<file path="config.mk">
export PLATFORM = sky130hd
export DESIGN_NAME = l2_req_arbiter
export DESIGN_NICKNAME = d
export VERILOG_FILES = /design/src/rtl/l2_arb_pkg.sv /design/src/rtl/l2_req_arbiter_rr_arbiter2.sv /design/src/rtl/l2_req_arbiter.sv
export SDC_FILE = /design/constraint.sdc
export NUM_CORES = 1
export LEC_CHECK = 0
export ABC_AREA = 1
export CAP_MARGIN = 20
export CELL_PAD_IN_SITES_DETAIL_PLACEMENT = 0
export CELL_PAD_IN_SITES_GLOBAL_PLACEMENT = 1
export CORE_AREA = 3 3 648 650
export CTS_BUF_LIST = sky130_fd_sc_hd__clkbuf_4 sky130_fd_sc_hd__clkbuf_8
export CTS_CLUSTER_DIAMETER = 50
export CTS_CLUSTER_SIZE = 8
export DETAILED_ROUTE_END_ITERATION = 8
export DIE_AREA = 0 0 651 653
export PLACE_DENSITY_LB_ADDON = 0.1
export SLEW_MARGIN = 20
export SYNTH_ARGS = -nofsm -noshare
export SYNTH_HDL_FRONTEND = slang
export SYNTH_SLANG_ARGS = --single-unit
</file>
<file path="constraint.sdc">
create_clock -name clk -period 5.2 [get_ports clk]
set_clock_uncertainty 0.2 [all_clocks]
set_input_delay 1.04 -clock clk [delete_from_list [all_inputs] [get_ports clk]]
set_output_delay 1.04 -clock clk [all_outputs]
set_load 0.005 [all_outputs]
</file>
<file path="src/rtl/l2_arb_pkg.sv">
// Shared definitions for the L2 request arbiter: requester indices,
// L2-side id width helper and the default-geometry request record.
package l2_arb_pkg;

    // Requester indices: port 0 is the D-cache, port 1 is the I-cache
    localparam logic REQ_D = 1'b0;
    localparam logic REQ_I = 1'b1;

    // Default geometry used by the packaged request record
    localparam int DEF_ADDR_WIDTH   = 32;
    localparam int DEF_LINE_WIDTH   = 256;
    localparam int DEF_MSHR_ID_BITS = 4;

    // The L2 side id carries one extra bit naming the requesting cache
    function automatic int l2IdWidth(input int mshrIdBits);
        return mshrIdBits + 1;
    endfunction

    // One request as presented to the L2 controller (default geometry)
    typedef struct packed {
        logic [DEF_ADDR_WIDTH-1:0]               addr;
        logic [DEF_LINE_WIDTH-1:0]               data;
        logic                                    rw;
        logic [l2IdWidth(DEF_MSHR_ID_BITS)-1:0]  id;
    } l2Req_t;

endpackage

</file>
<file path="src/rtl/l2_req_arbiter_rr_arbiter2.sv">
// Two-input round-robin arbiter. A single pointer bit names the favoured
// port when both request; it moves to the other port after every grant
// that is actually taken (advance_i).
module rr_arbiter2
    import l2_arb_pkg::*;
(
    input  logic       clk,
    input  logic       reset,
    input  logic [1:0] req_i,
    input  logic       advance_i,
    output logic [1:0] grant_o
);

    logic ptr_q;
    logic ptr_d;

    // Grant the lone requester, or the pointer's favourite when both ask
    always_comb begin
        grant_o = 2'b00;
        case (req_i)
            2'b01:   grant_o[REQ_D] = 1'b1;
            2'b10:   grant_o[REQ_I] = 1'b1;
            2'b11:   grant_o = ptr_q ? 2'b10 : 2'b01;
            default: grant_o = 2'b00;
        endcase
    end

    // After a taken grant the port that did not win becomes the favourite
    always_comb begin
        ptr_d = ptr_q;
        if (advance_i && (grant_o != 2'b00)) begin
            ptr_d = grant_o[REQ_D];
        end
    end

    // Pointer register, cleared to favour the D-cache
    always_ff @(posedge clk or negedge reset) begin
        if (!reset) begin
            ptr_q <= 1'b0;
        end else begin
            ptr_q <= ptr_d;
        end
    end

endmodule

</file>
<file path="src/rtl/l2_req_arbiter.sv">
// Shares one L2 request/response port between the D-cache (port 0) and
// the I-cache (port 1). Requests are arbitrated round-robin into a single
// registered output stage; responses are routed back by the requester bit
// carried in the top of the L2 id. Per-port read counters bound the number
// of outstanding reads and flag responses nobody was waiting for.
module l2_req_arbiter
    import l2_arb_pkg::*;
#(
    parameter int ADDR_WIDTH   = 32,
    parameter int LINE_WIDTH   = 256,
    parameter int MSHR_ID_BITS = 4,
    parameter int MAX_OUTST    = 8
) (
    input  logic                                  clk,
    input  logic                                  reset,
    input  logic [1:0][ADDR_WIDTH-1:0]            l1_addr_i,
    input  logic [1:0][LINE_WIDTH-1:0]            l1_data_i,
    input  logic [1:0]                            l1_rw_i,
    input  logic [1:0]                            l1_valid_i,
    input  logic [1:0][MSHR_ID_BITS-1:0]          l1_id_i,
    output logic [1:0]                            l1_stall_o,
    output logic [1:0][LINE_WIDTH-1:0]            l1_data_o,
    output logic [1:0]                            l1_valid_o,
    output logic [1:0][MSHR_ID_BITS-1:0]          l1_id_o,
    output logic [ADDR_WIDTH-1:0]                 l2_addr_o,
    output logic [LINE_WIDTH-1:0]                 l2_data_o,
    output logic                                  l2_rw_o,
    output logic                                  l2_valid_o,
    output logic [l2IdWidth(MSHR_ID_BITS)-1:0]    l2_id_o,
    input  logic                                  l2_stall_i,
    input  logic [LINE_WIDTH-1:0]                 l2_data_i,
    input  logic                                  l2_valid_i,
    input  logic [l2IdWidth(MSHR_ID_BITS)-1:0]    l2_id_i,
    output logic                                  err_o
);

    localparam int L2_ID_W = l2IdWidth(MSHR_ID_BITS);
    localparam int CNT_W   = $clog2(MAX_OUTST) + 1;
    localparam logic [CNT_W-1:0] CNT_MAX = CNT_W'(MAX_OUTST);

    typedef struct packed {
        logic [ADDR_WIDTH-1:0] addr;
        logic [LINE_WIDTH-1:0] data;
        logic                  rw;
        logic [L2_ID_W-1:0]    id;
    } stageReq_t;

    logic [1:0]             eligible;
    logic [1:0]             grant;
    logic                   grantIdx;
    logic                   drain;
    logic                   canLoad;
    logic                   accept;

    logic                   stageValid_q;
    logic                   stageValid_d;
    stageReq_t              stage_q;
    stageReq_t              stage_d;

    logic [1:0][CNT_W-1:0]  cnt_q;
    logic [1:0][CNT_W-1:0]  cnt_d;
    logic [1:0]             readInc;
    logic [1:0]             rspDec;
    logic                   rspPort;
    logic                   rspToEmpty;

    logic                   err_q;
    logic                   err_d;
    logic [1:0]             rspValid_q;
    logic [1:0]             rspValid_d;
    logic [MSHR_ID_BITS-1:0] rspId_q;
    logic [MSHR_ID_BITS-1:0] rspId_d;
    logic [LINE_WIDTH-1:0]  rspData_q;
    logic [LINE_WIDTH-1:0]  rspData_d;

    // A port may compete unless it is a read and its read budget is used up
    always_comb begin
        eligible = 2'b00;
        for (int p = 0; p < 2; p++) begin
            eligible[p] = l1_valid_i[p] & ~(~l1_rw_i[p] & (cnt_q[p] == CNT_MAX));
        end
    end

    rr_arbiter2 u_rrArb (
        .clk       (clk),
        .reset     (reset),
        .req_i     (eligible),
        .advance_i (accept),
        .grant_o   (grant)
    );

    // The stage can take a new request when empty or emptying this cycle
    always_comb begin
        drain    = stageValid_q & ~l2_stall_i;
        canLoad  = ~stageValid_q | drain;
        grantIdx = grant[REQ_I] ? REQ_I : REQ_D;
        accept   = canLoad & (grant != 2'b00);
    end

    // A requester is held off whenever its request is not taken this cycle
    always_comb begin
        l1_stall_o = 2'b00;
        for (int p = 0; p < 2; p++) begin
            l1_stall_o[p] = reset & l1_valid_i[p] & ~(grant[p] & canLoad);
        end
    end

    // Load the winner into the stage, otherwise let a draining stage empty
    always_comb begin
        stageValid_d = stageValid_q;
        stage_d      = stage_q;
        if (accept) begin
            stageValid_d = 1'b1;
            stage_d.addr = l1_addr_i[grantIdx];
            stage_d.data = l1_data_i[grantIdx];
            stage_d.rw   = l1_rw_i[grantIdx];
            stage_d.id   = {grantIdx, l1_id_i[grantIdx]};
        end else if (drain) begin
            stageValid_d = 1'b0;
        end
    end

    // Count reads in on acceptance and out on their response; a response to
    // a port with nothing outstanding is flagged and does not decrement
    always_comb begin
        rspPort    = l2_id_i[MSHR_ID_BITS];
        rspToEmpty = l2_valid_i & (cnt_q[rspPort] == '0);
        readInc    = 2'b00;
        rspDec     = 2'b00;
        cnt_d      = cnt_q;
        for (int p = 0; p < 2; p++) begin
            readInc[p] = accept & grant[p] & ~l1_rw_i[p];
            rspDec[p]  = l2_valid_i & (rspPort == 1'(p)) & (cnt_q[p] != '0);
            cnt_d[p]   = cnt_q[p] + CNT_W'(readInc[p]) - CNT_W'(rspDec[p]);
        end
        err_d = err_q | rspToEmpty;
    end

    // Route each L2 response to the cache named by its top id bit
    always_comb begin
        rspValid_d = 2'b00;
        rspId_d    = rspId_q;
        rspData_d  = rspData_q;
        if (l2_valid_i) begin
            rspValid_d[rspPort] = 1'b1;
            rspId_d             = l2_id_i[MSHR_ID_BITS-1:0];
            rspData_d           = l2_data_i;
        end
    end

    // All architectural state, cleared asynchronously
    always_ff @(posedge clk or negedge reset) begin
        if (!reset) begin
            stageValid_q <= 1'b0;
            stage_q      <= '0;
            cnt_q        <= '0;
            err_q        <= 1'b0;
            rspValid_q   <= 2'b00;
            rspId_q      <= '0;
            rspData_q    <= '0;
        end else begin
            stageValid_q <= stageValid_d;
            stage_q      <= stage_d;
            cnt_q        <= cnt_d;
            err_q        <= err_d;
            rspValid_q   <= rspValid_d;
            rspId_q      <= rspId_d;
            rspData_q    <= rspData_d;
        end
    end

    assign l2_valid_o   = stageValid_q;
    assign l2_addr_o    = stage_q.addr;
    assign l2_data_o    = stage_q.data;
    assign l2_rw_o      = stage_q.rw;
    assign l2_id_o      = stage_q.id;
    assign l1_valid_o   = rspValid_q;
    assign l1_id_o[0]   = rspId_q;
    assign l1_id_o[1]   = rspId_q;
    assign l1_data_o[0] = rspData_q;
    assign l1_data_o[1] = rspData_q;
    assign err_o        = err_q;

endmodule

</file>
======== Word-level counts from Yosys, hierarchy flattened ========
Index checks and enable logic that the tools add are counted.
storage, ports and cells
  register bits after elaboration ......... 567
  input port bits ......................... 853
  output and inout port bits .............. 820
  logic and storage cells ................. 82
operators by class
  add/sub/neg operators ................... 4
  order comparisons ....................... 3
  eq/ne operators ......................... 5
  mux-type cells .......................... 19
  bitwise logic cells ..................... 32
  reduce and logical (&&, ||, !) cells .... 7
operator list
  kind                                                                          count
  256-bit two-way mux                                                           2
  32-bit two-way mux                                                            2
  1-bit AND                                                                     21
  4-bit two-way mux                                                             4
  1-bit NOT                                                                     9
  4-bit by 1-bit adder with 4-bit output                                        2
  4-bit equality test, second input constant                                    2
  4-bit nonzero test                                                            2
  4-bit by 1-bit subtractor with 4-bit output                                   2
  1-bit two-way mux                                                             6
  2-bit equality test, second input constant                                    2
  4-bit zero test                                                               1
  1-bit by 2-bit less-than comparator with 1-bit output, second input constant  2
  2-bit two-way mux                                                             2
  1-bit one-hot mux with 2 select lines                                         2
  2-bit nonzero test                                                            2
  2-bit by 1-bit equality test with 1-bit output, second input constant         1
  1-bit logical AND                                                             2
  1-bit bitwise OR                                                              2
  1-bit demux with 1-bit select                                                 1
  1-bit greater-or-equal comparator, second input constant                      1

======== Depth between registers and ports, before layout ========
  word-level depth ........................ 12
  depth in mapped cells ................... 16
  depth with buffers taken out ............ 14

======== Cells and area by module ========
Synthesis repeated with hierarchy kept, for this count alone.
second synthesis, totals
  cell total of the unflattened synthesis .. 3,637
  area, all modules ....................... 27,296.2 um2
by module, submodules not included
  module          instances  cells an instance  area each (um2)  seq. area each (um2)
  l2_req_arbiter  1          3,629              27,231.1         14,163.6
  rr_arbiter2     1          8                  65.1             25.0

======== Worst setup path before layout ========
No wires, ideal clock.
  kind .................................... in2reg
  start ................................... in l1_rw_i[1]
  end ..................................... reg cnt_q[6] (netlist bit)
  library setup time ...................... 0.123 ns
  arrival time ............................ 3.020 ns
  required time ........................... 4.877 ns
  path slack .............................. 1.858 ns
  stages on the path ...................... 13
  path buffers ............................ 3
  path through ............................ nor2_1 > a21boi_1 > buf_2 > nand3_1 > buf_4 > buf_4 > or2_2 > ha_1 > inv_1 > ha_1 > inv_1 > fa_1 > xnor2_1
RTL lines
  what                    line                   source
  start: declaration      l2_req_arbiter.sv:18   input logic [1:0] l1_rw_i,
  end signal: assignment  l2_req_arbiter.sv:164  cnt_q <= cnt_d;
  end: declaration        l2_req_arbiter.sv:60   logic [1:0][CNT_W-1:0] cnt_q;

======== Final worst setup path ========
  start ................................... reg cnt_q[1] (netlist bit)
  end ..................................... out l1_stall_o[1]
on the way
  longest elaborated chain between the ends .. 9
  elaborated cells between the ends (all ways) .. 10
  those cells by class .................... eq/ne: 3; mux: 1; bitwise: 6
RTL lines
  what                                       line                              source
  4-bit equality test (*)                    l2_req_arbiter.sv:80              eligible[p] = l1_valid_i[p] & ~(~l1_rw_i[p] & (cnt_q[p] == CNT_MAX));
  1-bit AND (*)                              l2_req_arbiter.sv:80
  1-bit NOT (*)                              l2_req_arbiter.sv:80
  1-bit AND (*)                              l2_req_arbiter.sv:80
  2-bit equality test                        l2_req_arbiter_rr_arbiter2.sv:20  case (req_i)
  1-bit one-hot mux with 2 select lines (*)  l2_req_arbiter_rr_arbiter2.sv:20
  1-bit AND (*)                              l2_req_arbiter.sv:104             l1_stall_o[p] = reset & l1_valid_i[p] & ~(grant[p] & canLoad);
  1-bit NOT (*)                              l2_req_arbiter.sv:104
  1-bit AND (*)                              l2_req_arbiter.sv:104
  end: declaration                           l2_req_arbiter.sv:21              output logic [1:0] l1_stall_o,
Mark *: on every way between the ends. The rest lies on a longest branch, timed or not.

==> results_dict.tcl <==
set metrics [dict create \
    drcViolationCount 0 \
    critPathArrivalTime_ps 3030 \
    leakagePower_nw 23.63 \
    syn_to_final_growth_pct 91.50 \
    hold_start "l2_valid_i" \
    io_pins 1673 \
    synthDistinctLibCells 23 \
    vias_per_cell 2.907 \
    r2r-start "cnt_q[5]" \
    drv_cap 0 \
    irDropWorstVdd_mv 0.2325 \
    fin_crit_sh_pct 82.16 \
    core_area_um2 413700 \
    grt_pass1_wl_um 361100 \
    crit_fanout 7 \
    rsz0062_at_grt "no" \
    antenna_found_initial 192 \
    cp_slowest_cell "clkdlybuf4s50_1" \
    worstSkewPairLatency_ps 940 \
    wl_per_cell_um 26.19 \
    holdPathEnd "rspData_q[64]" \
    first_iter_violations 1734 \
    yosysTopAreaCell "dfrtp_1" \
    drt-total-wl_um 281400 \
    worst_pin_slew_ps 1127 \
    layout_commonest_cell "nand2_1" \
    portBuffers 1672 \
    die_h_um 653 \
    cts_buffer_depth 4 \
    rows 236 \
    wl_met3_um 20210 \
    routed.top_layer "met5" \
    synth_top_area_share_pct 50.56 \
    reg2reg_setup_slack_ps 2020 \
    place_congestion 0.7606 \
    grt_pass1_vias 33300 \
    hold_viol 0 \
    setup.worst_path.start "cnt_q[1]" \
    synth_area_leaders "dfrtp_1 (51%), nand2_1 (26%), nand3_1 (11%)" \
    grt.total_usage_pct 12.75 \
    fin_cells 10740 \
    seq_area_frac_synth_pct 50.56 \
    antenna_left 0 \
    nets 5954 \
    holdPathStages 3 \
    dpl_cell_area_um2 49220 \
    initial_core_util_pct 6.783 \
    syn_area_per_cell_um2 7.603 \
    route.met2.wl_um 142100 \
    routedLengthMet1_um 113000 \
    place_inst 10380 \
    root_buffer "clkbuf_8" \
    drive_above_1_share_pct 7.454 \
    path_cells "nor2_1 > nand2_1 > nand3_4 > nand3_4 > nand3_1 > inv_1 > clkdlybuf4s50_1" \
    cts_max_level 4 \
    hp-class "primary input to register" \
    syn_nets 4558 \
    required_ps 3960 \
    vias 31230 \
    die_area_um2 425100 \
    powerDensity_nw_per_um2 428.6 \
    synth_cells 3691 \
    cp-start-kind "register" \
    grt_start_max_net_pins 143 \
    clkSlewWorstSetupHoldPaths_ps 60 \
    critPathMaxStageDelay_ps 450 \
    worst_path_most_repeated_cell "nand3_4" \
    cts.sinks 567 \
    end_kind "output port" \
    grt-ovfl-total 0 \
    regToRegEndpoint "l2_data_o[170]" \
    ys_seq_elements 567 \
    hpwlAfterDp_um 226200 \
    fmax_mhz 234.1 \
    slew_headroom_pct 24.85 \
    finalInstanceArea_um2 53740 \
    drtPass1Iterations 5 \
    final_cell_mix "nand2_1 (1963), clkdlybuf4s50_1 (1670), nand3_1 (590)" \
    min_period_ps 4273 \
    slew_viol_final 0 \
    critPathKind "register to output port" \
    fin_setup_tns_ps 0 \
    reg2regPathDepth 9 \
    outcome "complete, no violations" \
    syn_area_um2 28060 \
    die_w_um 651 \
    numCtsBuffers 178 \
    setup_viol 0 \
    ys.warnings.count 0 \
    fin_util_pct 12.99 \
    cts_tree "yes" \
]
-- where the power goes --
| part | total (mW) | internal (mW) | leakage, nW | switching [mW] |
|---|---|---|---|---|
| logic | 7.85 | 3.51 | 14.4 | 4.35 |
| clock network | 8.60 | 5.45 | 2.29 | 3.14 |
| registers | 6.58 | 5.49 | 6.95 | 1.10 |
-- state kept, by name, summed over array words and instances, names as in the netlist, 2 cells and up --
| signal | cells |
|---|---|
| l1_valid_o | 2 |
| l2_id_o | 5 |
| l2_data_o | 256 |
| cnt_q | 8 |
| l2_addr_o | 32 |
| rspId_q | 4 |
| rspData_q | 256 |
-- cells in the mapped netlist --
| cell | number |
|---|---|
| buf_4 | 278 |
| nand3b_1 | 1 |
| xnor2_1 | 3 |
| inv_1 | 19 |
| buf_6 | 3 |
| buf_1 | 12 |
| xor2_1 | 1 |
| a21boi_0 | 1 |
| fa_1 | 2 |
| dfrtp_1 | 567 |
| nand2_4 | 1 |
| a21boi_1 | 1 |
| buf_2 | 116 |
| clkbuf_1 | 103 |
| a21oi_1 | 4 |
| nand3_2 | 1 |
| nor2_1 | 6 |
| nand4_1 | 2 |
| inv_2 | 1 |
| or2_2 | 1 |
| nand2_1 | 1964 |
| nand3_1 | 592 |
| ha_1 | 12 |
-- kinds of logic after synthesis --
| family | Yosys count | synth area share [%] |
|---|---|---|
| and+or+nand+nor | 2568 | 37.08 |
| DFF | 567 | 50.56 |
| buffers and inverters | 532 | 11.43 |
| adders and majority gates | 14 | 0.6777 |
| AOI/OAI and AO/OA | 6 | 0.1249 |
| xor gates and xnor gates | 4 | 0.1249 |
-- worst max path at each step --
stage                                to  slack, ps  cells after the start
final                     l1_stall_o[1]        930                      7
after global routing      l1_stall_o[1]        620                     10
after CTS                 l1_stall_o[1]        650                     10
after detailed placement  l1_stall_o[1]       1010                      8
after global placement    l1_stall_o[1]       1010                      8
after floorplan                cnt_q[6]       1860                     13
-- metal layers --
metal	vias up	GRT usage, %
met1	15210	14.79
met5	-	0
met3	497	4.032
li1	14240	-
met4	82	2.444
met2	1203	22.86
-- cell type report --
class                      instances  area, um2
antenna                           38      95.09
clock buffer                     242       3199
clock inverter                    83       1217
fill                           47450     360000
inverter                          20      82.58
multi-input combinational       2592      10730
sequential                       567      14190
tap                             5474       6849
timing repair buffer            1728      17380
-- worst max-delay path: cells and delay by family (launching register included) --
kind / cells / cell delay, ps
DFF: 1 / 390
buffers and inverters: 2 / 530
and+or+nand+nor: 5 / 1190
-- metrics by stage --
stage               setup WS [ps]  power, mW  hold WS (ps)
finish                      927.5      23.03         277.7
global route                621.4      24.60         142.6
CTS                         653.4      24.01         76.22
detailed placement           1012      14.93         263.4
global placement             1010      15.01         269.0
floorplan                    1858      8.768         262.9
-- what timing repair did --
action,CTS,global route
buffers inserted,0,0
hold buffers,1,0
endpoints found under the hold margin,54,0
gates resized for setup,0,0
(Power assumes the default switching activity.)
